`src/rtl/comparator_serial_ctrl.sv`:
```
// comparator_serial_ctrl: serial unsigned magnitude comparator.
// The operands are stepped MSB-first, two bits per clock, through one 2-bit
// compare slice. A start/done handshake frames each compare, and the result
// flags hold their value until the next accepted start.
// Optional macro COMPARATOR_SERIAL_EARLY_EXIT_EN: when it is defined, the
// compare finishes on the first unequal slice. When it is undefined (the
// default build), every compare has a fixed, constant-time latency.

// 2-bit unsigned compare slice. It uses the same equations as the
// structural 2-bit comparator.
module comparator_2bit_slice (
  input  logic [1:0] a,
  input  logic [1:0] b,
  output logic       gt,
  output logic       eq,
  output logic       lt
);
  assign gt = (a[1] & ~b[1]) | (~(a[1] ^ b[1]) & a[0] & ~b[0]);
  assign lt = (~a[1] & b[1]) | (~(a[1] ^ b[1]) & ~a[0] & b[0]);
  assign eq = &(a ~^ b);
endmodule

module comparator_serial_ctrl #(
  parameter int WIDTH = 8
) (
  input  logic             clk,
  input  logic             rst,
  input  logic             start,
  input  logic [WIDTH-1:0] A,
  input  logic [WIDTH-1:0] B,
  output logic             busy,
  output logic             done,
  output logic             A_greater_B,
  output logic             A_equals_B,
  output logic             A_less_B
);
  localparam int SLICES = WIDTH / 2;
  localparam int CW     = (SLICES > 1) ? $clog2(SLICES) : 1;

  // Odd or sub-2-bit widths cannot be sliced into pairs.
  generate
    if ((WIDTH < 2) || ((WIDTH % 2) != 0)) begin : g_bad_width
      $error("comparator_serial_ctrl: WIDTH must be even and >= 2");
    end
  endgenerate

  typedef enum logic [1:0] {IDLE = 2'd0, RUN = 2'd1, DONE = 2'd2} state_t;

  state_t           state;
  logic [WIDTH-1:0] sh_a, sh_b;
  logic [CW-1:0]    cnt;
  logic             decided, res_gt, res_lt;
  logic             s_gt, s_eq, s_lt;
  logic             fin_gt, fin_lt, go_done;

  comparator_2bit_slice u_slice (
    .a  (sh_a[WIDTH-1 -: 2]),
    .b  (sh_b[WIDTH-1 -: 2]),
    .gt (s_gt),
    .eq (s_eq),
    .lt (s_lt)
  );

  // Final verdict at the moment RUN ends. An earlier decision wins; otherwise
  // the current slice decides. Both low means the operands are equal.
  always_comb begin
    fin_gt = decided ? res_gt : s_gt;
    fin_lt = decided ? res_lt : s_lt;
`ifdef COMPARATOR_SERIAL_EARLY_EXIT_EN
    go_done = (cnt == '0) || (!decided && !s_eq);
`else
    go_done = (cnt == '0);
`endif
  end

  // Control FSM, datapath shift and registered handshake/flag outputs.
  always_ff @(posedge clk or posedge rst) begin
    if (rst) begin
      state       <= IDLE;
      sh_a        <= '0;
      sh_b        <= '0;
      cnt         <= '0;
      decided     <= 1'b0;
      res_gt      <= 1'b0;
      res_lt      <= 1'b0;
      busy        <= 1'b0;
      done        <= 1'b0;
      A_greater_B <= 1'b0;
      A_equals_B  <= 1'b0;
      A_less_B    <= 1'b0;
    end else begin
      done <= 1'b0;
      case (state)
        IDLE: begin
          if (start) begin
            sh_a        <= A;
            sh_b        <= B;
            cnt         <= CW'(SLICES - 1);
            decided     <= 1'b0;
            res_gt      <= 1'b0;
            res_lt      <= 1'b0;
            A_greater_B <= 1'b0;
            A_equals_B  <= 1'b0;
            A_less_B    <= 1'b0;
            busy        <= 1'b1;
            state       <= RUN;
          end
        end
        RUN: begin
          // The first unequal slice is the most significant one, so it sticks.
          if (!decided && !s_eq) begin
            decided <= 1'b1;
            res_gt  <= s_gt;
            res_lt  <= s_lt;
          end
          sh_a <= sh_a << 2;
          sh_b <= sh_b << 2;
          if (go_done) begin
            done        <= 1'b1;
            A_greater_B <= fin_gt;
            A_less_B    <= fin_lt;
            A_equals_B  <= ~(fin_gt | fin_lt);
            state       <= DONE;
          end else begin
            cnt <= cnt - 1'b1;
          end
        end
        DONE: begin
          busy  <= 1'b0;
          state <= IDLE;
        end
        default: begin
          busy  <= 1'b0;
          state <= IDLE;
        end
      endcase
    end
  end
endmodule

```
`config.mk`:
```
export PLATFORM = sky130hd
export DESIGN_NAME = comparator_serial_ctrl
export DESIGN_NICKNAME = d
export VERILOG_FILES = /design/src/rtl/comparator_serial_ctrl.sv
export SDC_FILE = /design/constraint.sdc
export NUM_CORES = 1
export LEC_CHECK = 0
export BUFFER_PORTS_ARGS = -buffer_cell sky130_fd_sc_hd__buf_4
export CORE_UTILIZATION = 58
export CTS_CLUSTER_SIZE = 28
export DETAILED_ROUTE_END_ITERATION = 8
export PLACE_DENSITY = 0.88
export RECOVER_POWER = 50
export SETUP_SLACK_MARGIN = 0.15
export SLEW_MARGIN = 10
export SYNTH_ARGS = -nofsm -noshare
export SYNTH_HDL_FRONTEND = slang
export SYNTH_HIERARCHICAL = 1
export SYNTH_SLANG_ARGS = --single-unit
```
`constraint.sdc`:
```
create_clock -name clk -period 3.85 [get_ports clk]
set_input_delay 0.77 -clock clk [delete_from_list [all_inputs] [get_ports clk]]
set_output_delay 0.77 -clock clk [all_outputs]
set_load 0.01 [all_outputs]
```
* Yosys cells after proc, flatten, opt, wreduce, memory -nomap -nowiden
Cells that the tools add are included.
** Storage, ports and cells
- Register bits after elaboration :: 28
- Word-level logic and storage cells :: 78
- Output and inout bits :: 5
- Input bits :: 19
** Cells by class
- Bitwise logic cells :: 18
- Multiplexer cells :: 29
- Reductions and logical operators :: 13
- Equality and inequality tests :: 5
- $add $sub $neg :: 1
** Operator list (count)
- $pmux W8 S2 :: 2
- $mux W8 :: 2
- $pmux W1 S2 :: 7
- $mux W1 :: 12
- $reduce_and A3 Y1 :: 3
- $mux W2 :: 4
- $ne A2 B2 Y1 const B :: 4
- $pmux W2 S2 :: 2
- $reduce_and A2 Y1 :: 4
- $not A1 Y1 :: 7
- $and A1 B1 Y1 :: 6
- $logic_not A2 Y1 :: 2
- $or A1 B1 Y1 :: 3
- $eq A2 B1 Y1 const B :: 1
- $logic_not A1 Y1 :: 2
- $reduce_bool A2 Y1 :: 1
- $sub A2 B1 Y2 const B :: 1
- $xnor A2 B2 Y2 :: 1
- $logic_and A1 B1 Y1 :: 1
- $xor A1 B1 Y1 :: 1

* Depth between registers and ports, before layout
- Word-level depth :: 10
- Depth in mapped cells :: 6
- Gate-level depth less buffers :: 6

* Modules after synthesis
The synthesis kept the hierarchy.
** Modules (own cells, without submodules)
- comparator_serial_ctrl :: cells each 111, seq. area each 700.7 um^2, times used 1, area each 1244.9 um^2
- comparator_2bit_slice :: cells each 10, seq. area each 0.0 um^2, times used 1, area each 71.3 um^2

* Worst setup path before layout
OpenSTA, ideal clock, no wires.
- Kind :: reg-to-reg
- Start point :: register sh_a[7]
- End point :: register res_gt
- Slack :: 2.382 ns
- Required time :: 3.729 ns
- Data arrival time :: 1.347 ns
- Buffers on the path :: 0
- Library setup time :: 0.121 ns
- Period minus slack after synthesis :: 1.468 ns
- Stages on the path, launching flop included :: 7
- Path through :: dfrtp_1 inv_1 ha_1 and2_1 nor4b_4 nor2_1 a22o_1
** Between the ends
- Elaborated cells between the ends (all ways) :: 14
- Classes of those cells :: 1 x eq/ne; 2 x mux; 7 x bitwise; 4 x reduce/logical
** RTL lines
- start, declared :: RTL line 50 : logic [WIDTH-1:0] sh_a, sh_b;
- start signal, assigned :: RTL line 116 : sh_a <= sh_a << 2;
- $xnor A2 B2 Y2 :: RTL line 20 : assign eq = &(a ~^ b);
- $reduce_and A2 Y1 :: RTL line 20
- via s_eq :: RTL line 53 : logic s_gt, s_eq, s_lt;
- $logic_not A1 Y1 :: RTL line 111 : if (!decided && !s_eq) begin
- $logic_and A1 B1 Y1 :: RTL line 111
- $ne A2 B2 Y1 (no source line)
- $reduce_and A3 Y1 (no source line)
- end signal, assigned :: RTL line 113 : res_gt <= s_gt;
- end, declared :: RTL line 52 : logic decided, res_gt, res_lt;
The timed path passes the listed nets, and every way through them passes these cells. The select of a mux whose other input is x is not followed.
A chain may end at the register's enable or synchronous reset.

* Final worst setup path
- Start point :: register sh_a[7]
- End point :: register res_lt
** Between the ends
- Elaborated cells between the ends (all ways) :: 15
- Classes of those cells :: 1 x eq/ne; 2 x mux; 8 x bitwise; 4 x reduce/logical
** RTL lines
- $xnor A2 B2 Y2 :: RTL line 20
- $reduce_and A2 Y1 :: RTL line 20
- via s_eq :: RTL line 53
- $logic_not A1 Y1 :: RTL line 111
- $logic_and A1 B1 Y1 :: RTL line 111
- $ne A2 B2 Y1 (no source line)
- $reduce_and A3 Y1 (no source line)
- end signal, assigned :: RTL line 114 : res_lt <= s_lt;
- end, declared :: RTL line 52
The timed path passes the listed nets, and every way through them passes these cells. The select of a mux whose other input is x is not followed.

==> impl_results.md <==
* Largest family of logic cells by synthesized area: compound AO/OA/AOI/OAI gates
* Setup Skew at 0.01425 ns
* Synth Area in Compound Gates at 22.81%
* Max Cap Viol at 0
* Drc violations at 0
* TNS Setup at 0 ns
* Req. time, crit path at 4.07 ns
* Buf/Inv on CP at 1
* Setup WS post-layout at 2.147 ns
* Post-synth EDFFs at 0
* M2 GR Usage at 39.64%
* Sw Pwr at 0.4118 mW
* Leakage at 0.7357 nW
* Crit. End Element: register
* DRT Pass-1 Iters at 4
* DP Worst Slack at 2.132 ns
* DRT iter0 DRCs at 28
* Syn_nets at 144
* Core Util, Final at 74.88%
* Cell Area, Synth at 1316 µm²
* Fillers at 149
* Final WL at 2460 µm
* Initial antenna violation count at 0
* Layout Cells excl Fill at 169
* Nets@finish at 166
* Run status: finished, final reports clean
* TritonCTS Buffers at 3
* Area contributors post-synth: dfrtp_1, a22oi_1, o21ai_0
* Total congestion overflow at 0
* Arr. time, crit path at 1.93 ns
* Die H at 49.64 µm
* Register area at 700.7 µm²
* Critical Path Start Type: register
* Period utilization at 44.23%
* Pins Over Slew Limit at 0
* Num ports at 24
* Clock power share at 17.0%
* Syn Area/Cell at 10.88 µm²
* Post-synthesis sequential area ratio at 53.23%
* Port Buffers at 23
* Slew of the pin with the lowest slew margin at 1.010 ns
* Post-Place Cell Area at 1476 µm²
* Largest area contributor in the synthesized netlist: dfrtp_1
* Power per Cell Area at 732.3 nW/µm²
* CP max stage delay at 0.41 ns
* Row count at 16
* Critical Path Slowest Stage Cell: dfrtp_1
* Synth async-reset ratio at 100.0%
* Share of power burned in registers at 46.0%
* Final setup vio count at 0
* Post_cts resized at 0
* Mux cell area share after synthesis at 2.376%
* Multi-input logic area at 528.0 µm²
* Distinct cell type count after synthesis at 26
* Class of the worst hold path: reg2reg
* HPWL after detailed placement at 1717 µm
* Peak Freq at 587.2 MHz
* Die ar. at 2464 µm²
* Largest net degree at the start of global routing at 29
* Post-DR vias/cell at 5.740
* Worst VDD drop at 0.5080 mV
* Syn-to-layout area delta at 16.16%
* Synth Area in Adders at 3.802%
* Antenna-violating nets left at 0
* Tmin final at 1.703 ns
* Vias in the first global route at 997
* Top cell type's share of synthesized area at 53.23%
* CTS root buffer: clkbuf_4
* Synth warn at 6
* Most frequent cells after synthesis: dfrtp_1, nand2_1, a22oi_1, o21ai_0, inv_1
* Worst-skew pair later-pin latency at 0.33 ns
* Grt peak-use layer: met2
* Diodes inserted at 0
* Clock Tree Buf Depth at 2
* Initial Utilization at 64.46%
* GPL Wtd Cong at 0.7546
* CP cell instances: inv_1, ha_1, and2_0, nor4b_4, nor2_1, a22o_1
* Total global routing track utilization at 23.15%
* First-pass GRT wire length at 4312 µm
* Via count at 970
* Total power at 1.120 mW
* Cts hold-fix bufs at 0
* Met3 Resource Use GR at 1.852%
* Cell count after synthesis at 121
* Final number of hold-violating endpoints at 0
* CP Class: reg2reg
* Main synth FF type: dfrtp_1
* Simple-gate share of the synthesized area at 10.46%
* Internal at 0.7078 mW
* Design area at 1529 µm²
* DIE WIDTH at 49.64 µm
* Post-Place Cells at 165
* Slew HR at 32.60%
* Clock slew at reported path FFs at 0.15 ns
* H-tree depth at 1
* Count leader, synth: dfrtp_1
* Logic pwr share at 37.1%
* CP delay by family, top: simple AND/OR/NAND/NOR gates
* Met1 Usage GRT at 30.43%
* Post-CTS Setup Inserts at 0
* Hold slack at 0.5023 ns
* RSZ-0062 raised after global routing: false
* Post-synthesis xor/xnor area fraction at 0.6654%
* Avg WL per Cell at 14.56 µm
* CP max FO at 3
* CTS tree: yes
* FF+latch count, synth at 28
* Layout cells sized above 1 at 21.83%
* Core ar. at 2042 µm²
* Clock sink count at 28
* Switch share at 36.78%
==> worst reg2reg max path, delay by kind of cell (launching register included) <==
family / cells / cell delay, ns
flip-flops: 1 / 0.41
AO/OA/AOI/OAI: 1 / 0.20
buffers and inverters: 1 / 0.06
AND/OR/NAND/NOR: 3 / 0.61
adder cells (fa/ha/maj): 1 / 0.33
==> registers in the layout (all words and copies together), names as in the netlist <==
| name | cells |
|---|---|
| res_gt | 1 |
| sh_a | 8 |
| sh_b | 8 |
| cnt | 2 |
| decided | 1 |
| A_equals_B | 1 |
| busy | 1 |
| done | 1 |
| A_less_B | 1 |
| state | 2 |
| res_lt | 1 |
| A_greater_B | 1 |
==> path summary, 6_finish.rpt <==
check | start | end | slack, ns | cells after the start
max in group asynchronous | rst | A_equals_B | 2.57 | 2
worst min register to register | sh_b[2] | sh_b[2] | 0.50 | 2
worst min-delay path | sh_b[2] | sh_b[2] | 0.50 | 2
worst max-delay path | sh_a[7] | res_lt | 2.15 | 6
worst max register to register | sh_a[7] | res_lt | 2.15 | 6
min in group asynchronous | rst | sh_b[6] | 0.66 | 2
==> layout make-up <==
cell class | instances | share of cell area, %
timing repair buffer | 24 | 11.78
sequential | 28 | 45.83
multi-input combinational | 77 | 34.53
clock buffer | 3 | 1.473
tap | 27 | 2.209
clock inverter | 1 | 1.964
inverter | 9 | 2.209
==> power groups by stage <==
| stage | clock, mW | combinational [mW] | sequential [mW] |
|---|---|---|---|
| after global routing | 0.202 | 0.466 | 0.530 |
| after floorplan | 0 | 0.359 | 0.471 |
| after CTS | 0.194 | 0.416 | 0.511 |
| after global placement | 0 | 0.391 | 0.508 |
| final | 0.190 | 0.415 | 0.515 |
| after detailed placement | 0 | 0.413 | 0.518 |
==> cell usage in the layout, fill, tap and decap left out <==
master     count
nor2b_1        1
and2_0         2
ha_1           4
mux2_2         1
xnor2_1        1
nand2_1       15
o21bai_1       2
dfrtp_1       28
a22oi_1       14
clkbuf_4       4
o21ai_0       14
nor4b_4        1
o2bb2ai_1      2
nor2_1         5
a32o_1         1
bufinv_16      1
and2b_1        1
a21o_1         1
a22o_1         7
a21oi_1        1
mux2i_1        2
nor3b_2        1
inv_1          9
buf_4         23
a31o_1         1
==> metal layers <==
layer  vias to the layer above  share of wire, %
li1                        469                 -
met1                       474                45
met2                        25                51
met3                         2               3.3
met4                         0              0.53
met5                         -                 0
==> cells by family (layout without fill, tap and decap cells) <==
logic type,Yosys count,count (layout)
xor gates and xnor gates,1,1
adders and majority gates,4,4
AOI/OAI and AO/OA,43,43
DFF,28,28
muxes,3,3
buffers and inverters,16,37
and+or+nand+nor,26,26
No activity file was read; power rests on OpenSTA's default activity.
